File: src/rtl/ps2_port_rx_if.sv
// PS/2 keyboard receiver signal bundle: raw pins in, scancode/strobe/status out.
// slave = receiver side, master = pin driver / scancode consumer side.
`timescale 1ns/1ps

interface ps2_port_rx_if;
   logic       ps2_clk_i;
   logic       ps2_data_i;
   logic [7:0] ps2k_scancode_o;
   logic       ps2k_scodevalid_o;
   logic       ps2k_err_o;
   logic       ps2k_busy_o;

   modport slave (
      input  ps2_clk_i,
      input  ps2_data_i,
      output ps2k_scancode_o,
      output ps2k_scodevalid_o,
      output ps2k_err_o,
      output ps2k_busy_o
   );

   modport master (
      output ps2_clk_i,
      output ps2_data_i,
      input  ps2k_scancode_o,
      input  ps2k_scodevalid_o,
      input  ps2k_err_o,
      input  ps2k_busy_o
   );
endinterface

File: src/rtl/ps2_port_rx.sv
// PS/2 device-to-host frame receiver: sync + clock deglitch, 11-bit deserialiser, bit timeout.
// Define PS2_RX_PARITY_CHECK_EN to drop frames with bad odd parity; otherwise only the stop bit is checked.
`timescale 1ns/1ps

module ps2_port_rx #(
   parameter int unsigned FILTER_LEN  = 8,
   parameter int unsigned BIT_TIMEOUT = 9600
) (
   input  logic           clk,
   input  logic           reset,
   ps2_port_rx_if.slave   bus
);

   localparam int unsigned FCW = $clog2(FILTER_LEN + 1);
   localparam int unsigned TOW = $clog2(BIT_TIMEOUT);

   typedef enum logic [1:0] {IDLE, DATA, PARITY, STOP} state_e;

   logic [1:0]     clk_sync_q;
   logic [1:0]     data_sync_q;
   logic [FCW-1:0] filt_cnt_q,  filt_cnt_d;
   logic           filt_clk_q,  filt_clk_d;
   logic           filt_clk_dly_q;
   state_e         state_q,     state_d;
   logic [2:0]     bit_cnt_q,   bit_cnt_d;
   logic [7:0]     shreg_q,     shreg_d;
   logic [TOW-1:0] to_cnt_q,    to_cnt_d;
   logic [7:0]     scancode_q,  scancode_d;
   logic           valid_q,     valid_d;
   logic           err_q,       err_d;
   logic           fall;
   logic           data_s;
   logic           timeout;
   logic           frame_ok;

`ifdef PS2_RX_PARITY_CHECK_EN
   logic par_q, par_d;
`endif

   assign data_s  = data_sync_q[1];
   assign fall    = filt_clk_dly_q & ~filt_clk_q;
   assign timeout = (to_cnt_q == TOW'(BIT_TIMEOUT - 1));

`ifdef PS2_RX_PARITY_CHECK_EN
   assign frame_ok = data_s & (^{shreg_q, par_q});
`else
   assign frame_ok = data_s;
`endif

   // filt_clk only moves after FILTER_LEN consecutive disagreeing samples
   always_comb begin
      // NOTE: every always_comb output gets a default first so no path can infer a latch.
      filt_cnt_d = '0;
      filt_clk_d = filt_clk_q;
      if (clk_sync_q[1] != filt_clk_q) begin
         if (filt_cnt_q == FCW'(FILTER_LEN - 1)) begin
            filt_clk_d = clk_sync_q[1];
         end else begin
            filt_cnt_d = filt_cnt_q + 1'b1;
         end
      end
   end

   always_comb begin
      state_d    = state_q;
      bit_cnt_d  = bit_cnt_q;
      shreg_d    = shreg_q;
      scancode_d = scancode_q;
      valid_d    = 1'b0;
      err_d      = 1'b0;
`ifdef PS2_RX_PARITY_CHECK_EN
      par_d      = par_q;
`endif

      if (state_q == IDLE || fall) begin
         to_cnt_d = '0;
      end else if (to_cnt_q != '1) begin
         to_cnt_d = to_cnt_q + 1'b1;
      end else begin
         to_cnt_d = to_cnt_q;
      end

      case (state_q)
         IDLE: begin
            if (fall && !data_s) begin
               state_d   = DATA;
               bit_cnt_d = 3'd0;
            end
         end
         DATA: begin
            if (fall) begin
               shreg_d   = {data_s, shreg_q[7:1]};
               bit_cnt_d = bit_cnt_q + 3'd1;
               if (bit_cnt_q == 3'd7) state_d = PARITY;
            end
         end
         PARITY: begin
            if (fall) begin
`ifdef PS2_RX_PARITY_CHECK_EN
               par_d = data_s;
`endif
               state_d = STOP;
            end
         end
         STOP: begin
            if (fall) begin
               if (frame_ok) begin
                  scancode_d = shreg_q;
                  valid_d    = 1'b1;
               end else begin
                  err_d = 1'b1;
               end
               state_d = IDLE;
            end
         end
         default: state_d = IDLE;
      endcase

      // a fall in the same cycle as the timeout takes priority
      if (state_q != IDLE && !fall && timeout) begin
         state_d = IDLE;
         err_d   = 1'b1;
         shreg_d = '0;
      end
   end

   // NOTE: sequential state uses non-blocking assignments so every flop samples pre-edge values.
   always_ff @(posedge clk or posedge reset) begin
      if (reset) begin
         clk_sync_q     <= 2'b11;
         data_sync_q    <= 2'b11;
         filt_cnt_q     <= '0;
         filt_clk_q     <= 1'b1;
         filt_clk_dly_q <= 1'b1;
         state_q        <= IDLE;
         bit_cnt_q      <= '0;
         shreg_q        <= '0;
         to_cnt_q       <= '0;
         scancode_q     <= '0;
         valid_q        <= 1'b0;
         err_q          <= 1'b0;
      end else begin
         clk_sync_q     <= {clk_sync_q[0], bus.ps2_clk_i};
         data_sync_q    <= {data_sync_q[0], bus.ps2_data_i};
         filt_cnt_q     <= filt_cnt_d;
         filt_clk_q     <= filt_clk_d;
         filt_clk_dly_q <= filt_clk_q;
         state_q        <= state_d;
         bit_cnt_q      <= bit_cnt_d;
         shreg_q        <= shreg_d;
         to_cnt_q       <= to_cnt_d;
         scancode_q     <= scancode_d;
         valid_q        <= valid_d;
         err_q          <= err_d;
      end
   end

`ifdef PS2_RX_PARITY_CHECK_EN
   always_ff @(posedge clk or posedge reset) begin
      if (reset) par_q <= 1'b0;
      else       par_q <= par_d;
   end
`endif

   assign bus.ps2k_scancode_o   = scancode_q;
   assign bus.ps2k_scodevalid_o = valid_q;
   assign bus.ps2k_err_o        = err_q;
   assign bus.ps2k_busy_o       = (state_q != IDLE);

endmodule

File: src/flat_wrapper.sv
// flat-port wrapper written by rule: the top's interface ports become plain ports
module ps2_port_rx_flat 
#(
   parameter int unsigned FILTER_LEN  = 8,
   parameter int unsigned BIT_TIMEOUT = 9600
)
  (clk, reset, bus_ps2_clk_i, bus_ps2_data_i, bus_ps2k_scancode_o, bus_ps2k_scodevalid_o, bus_ps2k_err_o, bus_ps2k_busy_o);
  ps2_port_rx_if bus_i ();
  input  logic clk;
  input  logic reset;
  input wire logic [$bits(bus_i.ps2_clk_i)-1:0] bus_ps2_clk_i;
  input wire logic [$bits(bus_i.ps2_data_i)-1:0] bus_ps2_data_i;
  output wire logic [$bits(bus_i.ps2k_scancode_o)-1:0] bus_ps2k_scancode_o;
  output wire logic [$bits(bus_i.ps2k_scodevalid_o)-1:0] bus_ps2k_scodevalid_o;
  output wire logic [$bits(bus_i.ps2k_err_o)-1:0] bus_ps2k_err_o;
  output wire logic [$bits(bus_i.ps2k_busy_o)-1:0] bus_ps2k_busy_o;
  assign bus_i.ps2_clk_i = bus_ps2_clk_i;
  assign bus_i.ps2_data_i = bus_ps2_data_i;
  assign bus_ps2k_scancode_o = bus_i.ps2k_scancode_o;
  assign bus_ps2k_scodevalid_o = bus_i.ps2k_scodevalid_o;
  assign bus_ps2k_err_o = bus_i.ps2k_err_o;
  assign bus_ps2k_busy_o = bus_i.ps2k_busy_o;
  ps2_port_rx #(.FILTER_LEN(FILTER_LEN), .BIT_TIMEOUT(BIT_TIMEOUT)) u_core (.clk(clk), .reset(reset), .bus(bus_i));
endmodule
File: config.mk
export PLATFORM = sky130hd
export DESIGN_NAME = ps2_port_rx_flat
export DESIGN_NICKNAME = d
export VERILOG_FILES = /design/src/rtl/ps2_port_rx_if.sv /design/src/rtl/ps2_port_rx.sv /design/src/flat_wrapper.sv
export SDC_FILE = /design/constraint.sdc
export NUM_CORES = 1
export LEC_CHECK = 0
export ABC_AREA = 0
export CAP_MARGIN = 0
export CORE_MARGIN = 4
export CORE_UTILIZATION = 32
export DETAILED_ROUTE_END_ITERATION = 10
export HOLD_SLACK_MARGIN = 0.03
export MAX_ROUTING_LAYER = met4
export SYNTH_ARGS = -nofsm -noshare
export SYNTH_HDL_FRONTEND = slang
export SYNTH_SLANG_ARGS = --single-unit
File: constraint.sdc
create_clock -name clk -period 1.77 [get_ports clk]
set_input_delay 0.354 -clock clk [delete_from_list [all_inputs] [get_ports clk]]
set_output_delay 0.354 -clock clk [all_outputs]
set_load 0.1 [all_outputs]
* Yosys cells after proc, flatten, opt, wreduce, memory -nomap -nowiden
Cells that the tools add are included.
Widths: inputs -> output; s select.
** Cells by class
- Add/subtract/negate cells :: 3
- Reduce and logical (&&, ||, !) cells :: 17
- Muxes and demuxes :: 24
- Bitwise gates (word level) :: 2
- Eq/ne operators :: 15
** Operators with widths (count)
- $mux 14 :: 2
- $mux 8 :: 3
- $add 14x1->14 const B :: 1
- $eq 14x14->1 const B :: 1
- $ne 14x14->1 const B :: 1
- $mux 2 :: 6
- $ne 3x1->1 const B :: 4
- $reduce_bool 2->1 :: 5
- $mux 4 :: 2
- $pmux 2 s4 :: 1
- $mux 1 :: 7
- $mux 3 :: 2
- $pmux 3 s2 :: 1
- $reduce_and 3->1 :: 2
- $reduce_and 5->1 :: 1
- $add 4x1->4 const B :: 1
- $eq 2x2->1 const B :: 2
- $eq 4x3->1 const B :: 1
- $reduce_and 2->1 :: 2
- $add 3x1->3 const B :: 1
- $eq 3x3->1 const B :: 1
- $logic_and 1x1->1 :: 3
- $ne 3x3->1 const B :: 1
- $eq 2x1->1 const B :: 1
- 8 further kinds :: 9
** Word-level totals
- Bits in registers :: 47

* Logic depth before layout (Yosys ltp)
Gate-level depths: netlist of the first run.
- Depth after elaboration :: 7
- Depth in mapped cells :: 8
- Gate-level depth less buffers :: 6

* Worst setup path before layout of the first run
OpenSTA, ideal clock, no wires.
- Path type :: register -> register
- Start point :: reg u_core.state_q[0]
- End point :: reg u_core.bit_cnt_q[2]
- Path buffers :: 1
- Clock period less this slack :: 1.970 ns
- Library setup time :: 0.127 ns
- Data arrival time :: 1.843 ns
- Cell stages (with the launch flop) :: 6
- Path slack :: -0.200 ns
- Cell sequence :: dfrtp_1 inv_1 ha_1 clkbuf_1 inv_1 a221o_1
** On the way
- Word-level cells in the longest chain between the ends :: 3
- Elaborated cells between the ends (all ways) :: 7
** RTL lines
- start, declared :: RTL line ps2_port_rx.sv:24 : state_e state_q, state_d;
- start signal, assigned :: RTL line ps2_port_rx.sv:148 : state_q <= state_d;
- $eq 2x1->1 / $logic_not 2->1 (equally long branches) :: RTL line ps2_port_rx.sv:83 : case (state_q)
- $ne 2x1->1 (no line), or another cell as far along
- $reduce_and 3->1 (no line)
- end signal, assigned :: RTL line ps2_port_rx.sv:149 : bit_cnt_q <= bit_cnt_d;
- end, declared :: RTL line ps2_port_rx.sv:25 : logic [2:0] bit_cnt_q, bit_cnt_d;
Parallel ways exist; a longest one is shown, timed or not.
A chain may end at the register's enable or synchronous reset.

* Worst setup path after layout of the first run
- Start point :: reg u_core.state_q[1]
- End point :: reg u_core.state_q[0]
** On the way
- Word-level cells in the longest chain between the ends :: 5
- Elaborated cells between the ends (all ways) :: 15
** RTL lines
- $reduce_bool 2->1 :: RTL line ps2_port_rx.sv:120 : if (state_q != IDLE && !fall && timeout) begin
- $logic_and 1x1->1 (2 in a row) :: RTL line ps2_port_rx.sv:120
- $ne 3x3->1 (no line) / $ne 3x1->1 (equally long branches)
- $reduce_and 5->1 (no line)
Parallel ways exist; a longest one is shown, timed or not.

==> results.json, run 1 <==
{
  "synthDistinctLibCells": 48,
  "tightest_slew_ps": 513,
  "total_power_mw": 3.91,
  "place_inst": 342,
  "cts_tree": "built",
  "async_flop_share_pct": 100,
  "ant_nets": 0,
  "grt_overflow_total": 0,
  "drt_iter0_drc": 107,
  "synth_seq_area_share_pct": 51.2,
  "pin_count": 15,
  "seqCellArea_sq_um": 1180,
  "fin_ws_ps": 71.3,
  "start_util_pct": 33.5,
  "cap_viol_max_count": 0,
  "startpoint_type": "flip-flop",
  "p_per_area_nw_per_um2": 1280,
  "cp.required_ps": 1960,
  "grt_pass1_wl_um": 7900,
  "areaGrowthSynthToFinish_pct": 31.7,
  "antenna_cells": 0,
  "max_slew_margin_pct": 65.7,
  "ir_worst_vdd_v": 0.000593,
  "status": "completed",
  "die_h_um": 93.0,
  "syn_avg_cell_area_sq_um": 10.7,
  "drc": 0,
  "crit_type": "reg2reg",
  "use_met1_pct": 16.3,
  "setup_viol": 0,
  "vias": 1798,
  "multiInputGateArea_sq_um": 1080,
  "drive_gt1_share_pct": 33.8,
  "period_share_pct": 96.0,
  "hold_slack_ps": 358,
  "clk_path_buf_depth": 2,
  "wire_per_inst_um": 13.1,
  "fin_area_sq_um": 3040,
  "slew_violations": 0,
  "yosysWarnings": 0,
  "cts-root-buf": "clkbuf_8",
  "ys_ff_latch": 47,
  "critPathMaxFanout": 3,
  "numCtsBuffers": 5,
  "synth_ff_type": "dfrtp_1",
  "gp_congestion": 0.898,
  "fill_cells": 651,
  "hold_viol": 0,
  "syn_inst": 216,
  "gr-usage-met3_pct": 2.90,
  "synth_area_sq_um": 2310,
  "path_clk_slew_ps": 90,
  "finalCriticalPeriod_ps": 1700,
  "worst_hold_path_type": "reg2reg",
  "leakage_nw": 1.38,
  "drt_wl_total_um": 4710,
  "vias_per_cell": 5.01,
  "clock-sinks": 47,
  "fmax_mhz": 589,
  "core_area_sq_um": 6910,
  "dp_slack_ps": 7.96,
  "fp.dieW_um": 93.0,
  "grt.busiest_layer": "met1",
  "rows": 30,
  "cp.arrival_ps": 1890,
  "gr-usage-met2_pct": 16.3,
  "skew_ps": 11.9,
  "grt_pass1_vias": 1631,
  "dpl.hpwl_um": 3270,
  "final_cells": 359,
  "dpl_cell_area_sq_um": 2850,
  "r2r_cells": 6,
  "worst_setup_path_end_kind": "flip-flop",
  "antenna_found_initial": 0,
  "numPortBuffers": 14,
  "synth_edf_count": 0,
  "die-area_sq_um": 8650,
  "grtUsageTotal_pct": 11.7,
  "clk-insertion-delay-late_ps": 300,
  "ctsHoldBuffers": 0,
  "min_delay_path_depth": 0,
  "htreeDepth": 2,
  "drt_first_pass_iters": 4,
  "finalNetCount": 275,
  "grt_max_degree": 48,
  "syn_nets": 229
}
cells in the mapped netlist, types with 3 or more instances:
cell	instances	area [sq um]
dfrtp_1	41	1030
a32o_1	3	30.0
clkbuf_1	5	18.8
o21ai_0	7	35.0
nand2_1	20	75.1
a22o_1	4	35.0
nand4_1	5	31.3
nand3_1	18	90.1
inv_1	7	26.3
mux2_2	9	101
a21oi_1	14	70.1
mux2i_1	6	60.1
or3_1	5	31.3
nor3_1	5	25.0
dfstp_2	6	158
ha_1	9	113
nor2_1	9	33.8
nor2b_1	4	25.0
cells in the final DEF (no fill, tap or decap), types with 2 or more instances in the layout:
cell type	Yosys	routed
a2111oi_0	2	2
a21oi_1	14	14
a22o_1	4	4
a31o_2	2	2
a32o_1	3	3
and3_1	2	2
and3b_1	2	2
and4_1	2	2
buf_12	0	12
buf_4	1	33
clkbuf_8	0	6
clkdlybuf4s50_1	0	3
clkinvlp_4	0	2
dfrtp_1	41	41
dfstp_2	6	6
ha_1	9	7
inv_1	7	3
inv_2	0	3
mux2_2	9	9
mux2i_1	6	6
nand2_1	20	20
nand3_1	18	18
nand4_1	5	5
nor2_1	9	9
nor2b_1	4	3
nor3_1	5	5
o21ai_0	7	7
or3_1	5	5
xnor2_1	2	2
through the flow:
stage / setup TNS (ps) / util [%]
after floorplan: 0 / -
after global placement: 0 / 41.2
after detailed placement: 0 / 41.2
after CTS: 0 / 42.9
after global routing: -32.5 / 44.1
final: 0 / 44.1
final timing paths:
kind	startpoint	to	slack, ps
max in group asynchronous	reset	u_core.filt_clk_q	1100
min	u_core.clk_sync_q[0]	u_core.clk_sync_q[1]	360
max reg2reg	u_core.state_q[1]	u_core.state_q[0]	70
max	u_core.state_q[1]	u_core.state_q[0]	70
min in group asynchronous	reset	u_core.to_cnt_q[7]	400
min reg2reg	u_core.clk_sync_q[0]	u_core.clk_sync_q[1]	360
final cells by class:
type / instances / share of cell area (%)
clock inverters: 2 / 0.534
flip-flops and latches: 47 / 38.9
inverters: 7 / 0.986
clock buffers: 6 / 2.71
well taps: 96 / 3.95
repair buffers: 49 / 17.4
multi-input cells: 152 / 35.6
sequential cells by signal, summed over array words and instances, names as in the netlist:
signal,cells
u_core.bus.ps2k_err_o,1
u_core.clk_sync_q,2
u_core.bus.ps2k_scancode_o,8
u_core.filt_cnt_q,4
u_core.to_cnt_q,14
u_core.filt_clk_q,1
u_core.data_sync_q,2
u_core.shreg_q,8
u_core.bus.ps2k_scodevalid_o,1
u_core.bit_cnt_q,3
u_core.state_q,2
u_core.filt_clk_dly_q,1
worst max-delay path, stage by stage, from the launching register on:
cell     delay (ps)
dfrtp_1         410
buf_4           140
buf_4           130
ha_1            220
o32a_1          380
nor4_2          230
nor3_1           80
per-layer routing:
| layer | routed length [um] | vias up | share of wire (%) |
|---|---|---|---|
| met4 | 78 | 0 | 1.7 |
| li1 | - | 882 | - |
| met5 | 0 | - | 0 |
| met2 | 2200 | 28 | 47 |
| met3 | 156 | 8 | 3.3 |
| met1 | 2280 | 880 | 48 |
power by group:
| part | total [mW] | switching [mW] | internal (mW) |
|---|---|---|---|
| logic | 1.81 | 0.927 | 0.882 |
| registers | 1.40 | 0.142 | 1.26 |
| clock network | 0.698 | 0.379 | 0.319 |
| total | 3.91 | 1.45 | 2.46 |
cell families (layout without fill, tap and decap cells):
family	after synthesis	count (layout)	synth area share [%]
and+or+nand+nor	84	84	19.9
DFF	47	47	51.2
AOI/OAI and AO/OA	42	42	12.6
buffers and inverters	17	64	3.68
muxes	15	15	6.98
adders and majority gates	9	9	4.87
xor gates and xnor gates	2	2	0.758
repair_timing:
action,CTS,global route
pin swaps,0,3
endpoints found under the hold margin,0,0
setup buffers,2,7
resized for setup,1,6
setup endpoints to repair,2,10
(Power assumes the default switching activity.)
==> inputs of run 2 (changes only) <==
--- a/config.mk
+++ b/config.mk
@@ -7,5 +7,5 @@
 export LEC_CHECK = 0
 export ABC_AREA = 0
-export CAP_MARGIN = 0
+export CAP_MARGIN = 20
 export CORE_MARGIN = 4
 export CORE_UTILIZATION = 32
==> constraint.sdc (replaced) <==
create_clock -name clk -period 1.77 [get_ports clk]
set_input_delay 0.177 -clock clk [delete_from_list [all_inputs] [get_ports clk]]
set_output_delay 0.177 -clock clk [all_outputs]
set_load 0.1 [all_outputs]
==> run 2 against run 1 <==
Effect of this change:
- clock skew is 2.1 ps lower
- sequential share of layout area is 2.1 points higher
- register-to-register slack worse by 20 ps
- final cell count is 1.7% lower
==> results.json, run 2 (synthesized netlist as in run 1, its figures left out) <==
{
  "status": "completed",
  "slew_violations": 0,
  "reg2reg_slack_ps": 50,
  "drt_first_pass_iters": 4,
  "die_h_um": 93.0,
  "r2r_end": "u_core.state_q[0]",
  "ant_nets": 0,
  "skew_ps": 9.82,
  "seqCellArea_sq_um": 1180,
  "drc": 0,
  "vias": 1758,
  "path_cells": "buf_4 -> ha_1 -> o32a_1 -> nor4_1 -> nor3_1",
  "cts_tree": "built",
  "cts-root-buf": "clkbuf_8",
  "finish.utilization_pct": 41.8,
  "worst_setup_path_end_kind": "flip-flop",
  "p_per_area_nw_per_um2": 1330,
  "htreeDepth": 2,
  "slowest_delay_ps": 410,
  "final_cell_mix": "41 x dfrtp_1, 36 x buf_4, 20 x nand2_1",
  "r2r-start": "u_core.state_q[0]",
  "drt_wl_total_um": 4800,
  "crit_type": "reg2reg",
  "grt_max_degree": 26,
  "core_area_sq_um": 6910,
  "wl_met3_um": 137,
  "die-area_sq_um": 8650,
  "finalCriticalPeriod_ps": 1720,
  "ctsHoldBuffers": 0,
  "cap_viol_max_count": 0,
  "clk_path_buf_depth": 2,
  "ir_worst_vdd_v": 0.000564,
  "gp_congestion": 0.844,
  "largest_register_ff_count": 14,
  "critPathSlowestCell": "dfrtp_1",
  "setup_viol": 0,
  "dp_slack_ps": 72.9,
  "antenna_found_initial": 0,
  "wl_met2_um": 2280,
  "max_slew_margin_pct": 65.7,
  "grt_overflow_total": 0,
  "place_inst": 344,
  "fmax_mhz": 581,
  "cp.required_ps": 1950,
  "regMostFlops": "u_core.to_cnt_q",
  "wl_met1_um": 2350,
  "critPathMaxFanout": 5,
  "final_cells": 353,
  "leakage_nw": 1.33,
  "r2r_cells": 5,
  "rows": 30,
  "finalNetCount": 269,
  "fp.dieW_um": 93.0,
  "fin_ws_ps": 48.8,
  "fill_cells": 661,
  "path_clk_slew_ps": 90,
  "clock-sinks": 47,
  "worst_hold_path_type": "in2async",
  "path_buf_inv": 1,
  "tightest_slew_ps": 514,
  "areaGrowthSynthToFinish_pct": 24.9,
  "startpoint_type": "flip-flop",
  "drive_gt1_share_pct": 31.5,
  "hold_viol": 0,
  "period_share_pct": 97.2,
  "numPortBuffers": 14,
  "start_util_pct": 33.5,
  "grtUsageTotal_pct": 12.1,
  "wire_per_inst_um": 13.6,
  "final_common_cell": "dfrtp_1",
  "pin_count": 15,
  "grt_pass1_vias": 1771,
  "hold_slack_ps": 232,
  "grt_pass1_wl_um": 8140,
  "dpl.hpwl_um": 3360,
  "cp.arrival_ps": 1910,
  "total_power_mw": 3.85,
  "vias_per_cell": 4.98,
  "topRoutingLayerUsed": "met4",
  "rsz0062_at_grt": "true",
  "crit_family": "simple AND/OR/NAND/NOR gates",
  "drt_iter0_drc": 102,
  "antenna_cells": 0,
  "numCtsBuffers": 5,
  "clk-insertion-delay-late_ps": 300,
  "multiInputGateArea_sq_um": 1080
}
[run 2: layout make-up]
cell class,instances,area share (%)
Inverter,7,1.04
Clock inverter,3,1.65
Timing Repair Buffer,43,12.6
Sequential cell,47,41.0
Clock buffer,5,2.38
Multi-Input combinational cell,152,37.2
Tap cell,96,4.16
[run 2: how the worst max path moves through the flow]
stage	from	endpoint	depth (start not counted)	slack (ps)
after floorplan	u_core.state_q[1]	u_core.bit_cnt_q[2]	5	30
after global placement	u_core.to_cnt_q[1]	u_core.to_cnt_q[3]	6	90
after detailed placement	u_core.state_q[0]	u_core.to_cnt_q[4]	6	70
after CTS	u_core.state_q[0]	u_core.to_cnt_q[2]	6	20
after global routing	u_core.state_q[1]	u_core.state_q[0]	6	-6
final	u_core.state_q[0]	u_core.state_q[0]	5	50
[run 2: tightest hold or removal path: stages]
cell             delay (ps)
clkdlybuf4s50_1         410
inv_2                    60
buf_4                   290
[run 2: through the flow]
step / cell area, sq um / TNS [ps]
6_report: 2890 / 0
5_1_grt: 2890 / -6.61
4_1_cts: 2850 / 0
3_5_place_dp: 2740 / 0
3_3_place_gp: 2740 / 0
2_1_floorplan: 2340 / 0
[run 2: layer usage]
metal,vias to the layer above,global-route usage (%)
met5,-,-
met4,0,5.25
met3,2,2.25
met2,20,18.2
met1,867,16.0
li1,869,-
[run 2: report_power, final]
part	switching, mW	internal (mW)	total, mW
Combinational	0.909	0.749	1.66
Clock	0.377	0.428	0.805
Sequential	0.131	1.26	1.39
Total	1.42	2.44	3.85
[run 2: timing repair]
| action | in CTS | in global routing |
|---|---|---|
| setup endpoints to repair | 0 | 17 |
| setup buffers | 0 | 1 |
| gates resized for setup | 0 | 8 |
==> inputs of run 3 (changes only) <==
Settings changed: CAP_MARGIN 20 to not set, CORE_MARGIN 4 to not set.
==> run 3 against run 2 <==
Effect of this change:
- power down 4.8%
- utilization shrank 0.61 points
- non-clock buffer count fell by 3
- highest routed layer unchanged
==> results.json, run 3 (synthesized netlist as in run 1, its figures left out) <==
{
  "clk_path_buf_depth": 2,
  "grt_overflow_total": 0,
  "crit_type": "reg2reg",
  "core_area_sq_um": 6870,
  "worst_hold_path_type": "in2async",
  "finish.utilization_pct": 41.2,
  "seqCellArea_sq_um": 1180,
  "dp_slack_ps": 4.20,
  "dpl_cell_area_sq_um": 2720,
  "crit_family": "simple AND/OR/NAND/NOR gates",
  "r2r_cells": 6,
  "final.setup.tns_ps": 0,
  "critPathMaxFanout": 4,
  "antenna_found_initial": 0,
  "wire_per_inst_um": 13.0,
  "period_share_pct": 94.1,
  "fin_area_sq_um": 2830,
  "htreeDepth": 2,
  "path_buf_inv": 1,
  "rows": 30,
  "fp.dieW_um": 87.0,
  "drt_wl_total_um": 4550,
  "final_cell_mix": "41 x dfrtp_1, 35 x buf_4, 19 x nand2_1",
  "slew_violations": 0,
  "gp_congestion": 0.856,
  "drc": 0,
  "numPortBuffers": 14,
  "r2r-start": "u_core.to_cnt_q[1]",
  "multiInputGateArea_sq_um": 1070,
  "cts-root-buf": "clkbuf_8",
  "setup_viol": 0,
  "final_common_cell": "dfrtp_1",
  "numCtsBuffers": 5,
  "antenna_cells": 0,
  "cts_tree": "built",
  "regMostFlops": "u_core.to_cnt_q",
  "ir_worst_vdd_v": 0.000644,
  "start_util_pct": 33.7,
  "ant_nets": 0,
  "cp.arrival_ps": 1890,
  "hold_viol": 0,
  "cap_viol_max_count": 0,
  "dpl.hpwl_um": 3320,
  "drive_gt1_share_pct": 30.7,
  "drt_first_pass_iters": 4,
  "slowest_delay_ps": 500,
  "die_h_um": 87.0,
  "grt_max_degree": 22,
  "total_power_mw": 3.67,
  "vias_per_cell": 4.99,
  "tightest_slew_ps": 401,
  "leakage_nw": 1.31,
  "clock-sinks": 47,
  "skew_ps": 7.99,
  "finalCriticalPeriod_ps": 1670,
  "areaGrowthSynthToFinish_pct": 22.5,
  "ctsHoldBuffers": 0,
  "drt_iter0_drc": 112,
  "fill_cells": 650,
  "cp.required_ps": 2000,
  "startpoint_type": "flip-flop",
  "finalNetCount": 266,
  "die-area_sq_um": 7570,
  "critPathSlowestCell": "or4_1",
  "vias": 1745,
  "fin_ws_ps": 105,
  "path_clk_slew_ps": 90,
  "largest_register_ff_count": 14,
  "rsz0062_at_grt": "false",
  "clk-insertion-delay-late_ps": 300,
  "status": "completed",
  "grt_pass1_wl_um": 7830,
  "reg2reg_slack_ps": 100,
  "pin_count": 15,
  "path_cells": "ha_1 -> and3_1 -> buf_4 -> nand2_2 -> or4_1 -> a21boi_1",
  "worst_setup_path_end_kind": "flip-flop",
  "grt_pass1_vias": 1695,
  "p_per_area_nw_per_um2": 1290,
  "r2r_end": "u_core.to_cnt_q[10]",
  "fmax_mhz": 601,
  "grtUsageTotal_pct": 13.6,
  "max_slew_margin_pct": 72.6
}
[run 3: cell types whose count changed in the layout (fill, tap and decap cells not counted), sizes merged]
cell      change
buf           -3
bufinv        -1
clkbuf        +1
clkinvlp      +1
inv           -1
[run 3: repair_timing]
action                     in CTS  in global routing
setup buffers                   0                  1
gates resized for setup         1                  4
setup endpoints to repair       2                 14
[run 3: cell type report]
cell class | count | share of cell area (%)
clock buffer | 6 | 2.92
sequential | 47 | 41.8
clock inverter | 2 | 0.574
tap | 96 | 4.24
timing repair buffer | 40 | 11.8
multi-input combinational | 152 | 37.6
inverter | 7 | 1.06
[run 3: where the power goes]
part | switching [mW] | internal [mW] | leakage (nW) | total [mW]
registers | 0.145 | 1.26 | 0.615 | 1.40
clock network | 0.367 | 0.319 | 0.0474 | 0.686
logic | 0.868 | 0.709 | 0.643 | 1.58
[run 3: worst max-delay path by stage]
stage                        from                  end  slack, ps  cells after the start
6_report       u_core.to_cnt_q[1]  u_core.to_cnt_q[10]        100                      6
5_1_grt        u_core.to_cnt_q[1]  u_core.to_cnt_q[10]         10                      6
4_1_cts         u_core.state_q[1]   u_core.to_cnt_q[3]         20                      7
3_5_place_dp    u_core.state_q[1]   u_core.to_cnt_q[9]          4                      7
3_3_place_gp    u_core.state_q[0]   u_core.to_cnt_q[5]         50                      7
2_1_floorplan   u_core.state_q[1]  u_core.bit_cnt_q[2]         30                      5
[run 3: metrics by stage]
step           instances  hold slack (ps)
6_report             350              177
5_1_grt              350              220
3_3_place_gp         341              346
2_1_floorplan        216              181
3_5_place_dp         341              348
4_1_cts              349              183
[run 3: per-layer routing]
metal	up-vias	share of wire [%]	global-route usage [%]
li1	861	-	-
met1	850	48	18.2
met2	29	47	20.3
met3	5	4.3	3.41
met4	0	1.0	4.39
met5	-	0	-
[run 3: worst reg2reg max path, delay by kind of cell (launching register included)]
family,cells,cell delay (ps)
compound gates,1,150
simple gates,3,750
buf+inv,1,130
fa+ha+maj,1,180
flops,1,390
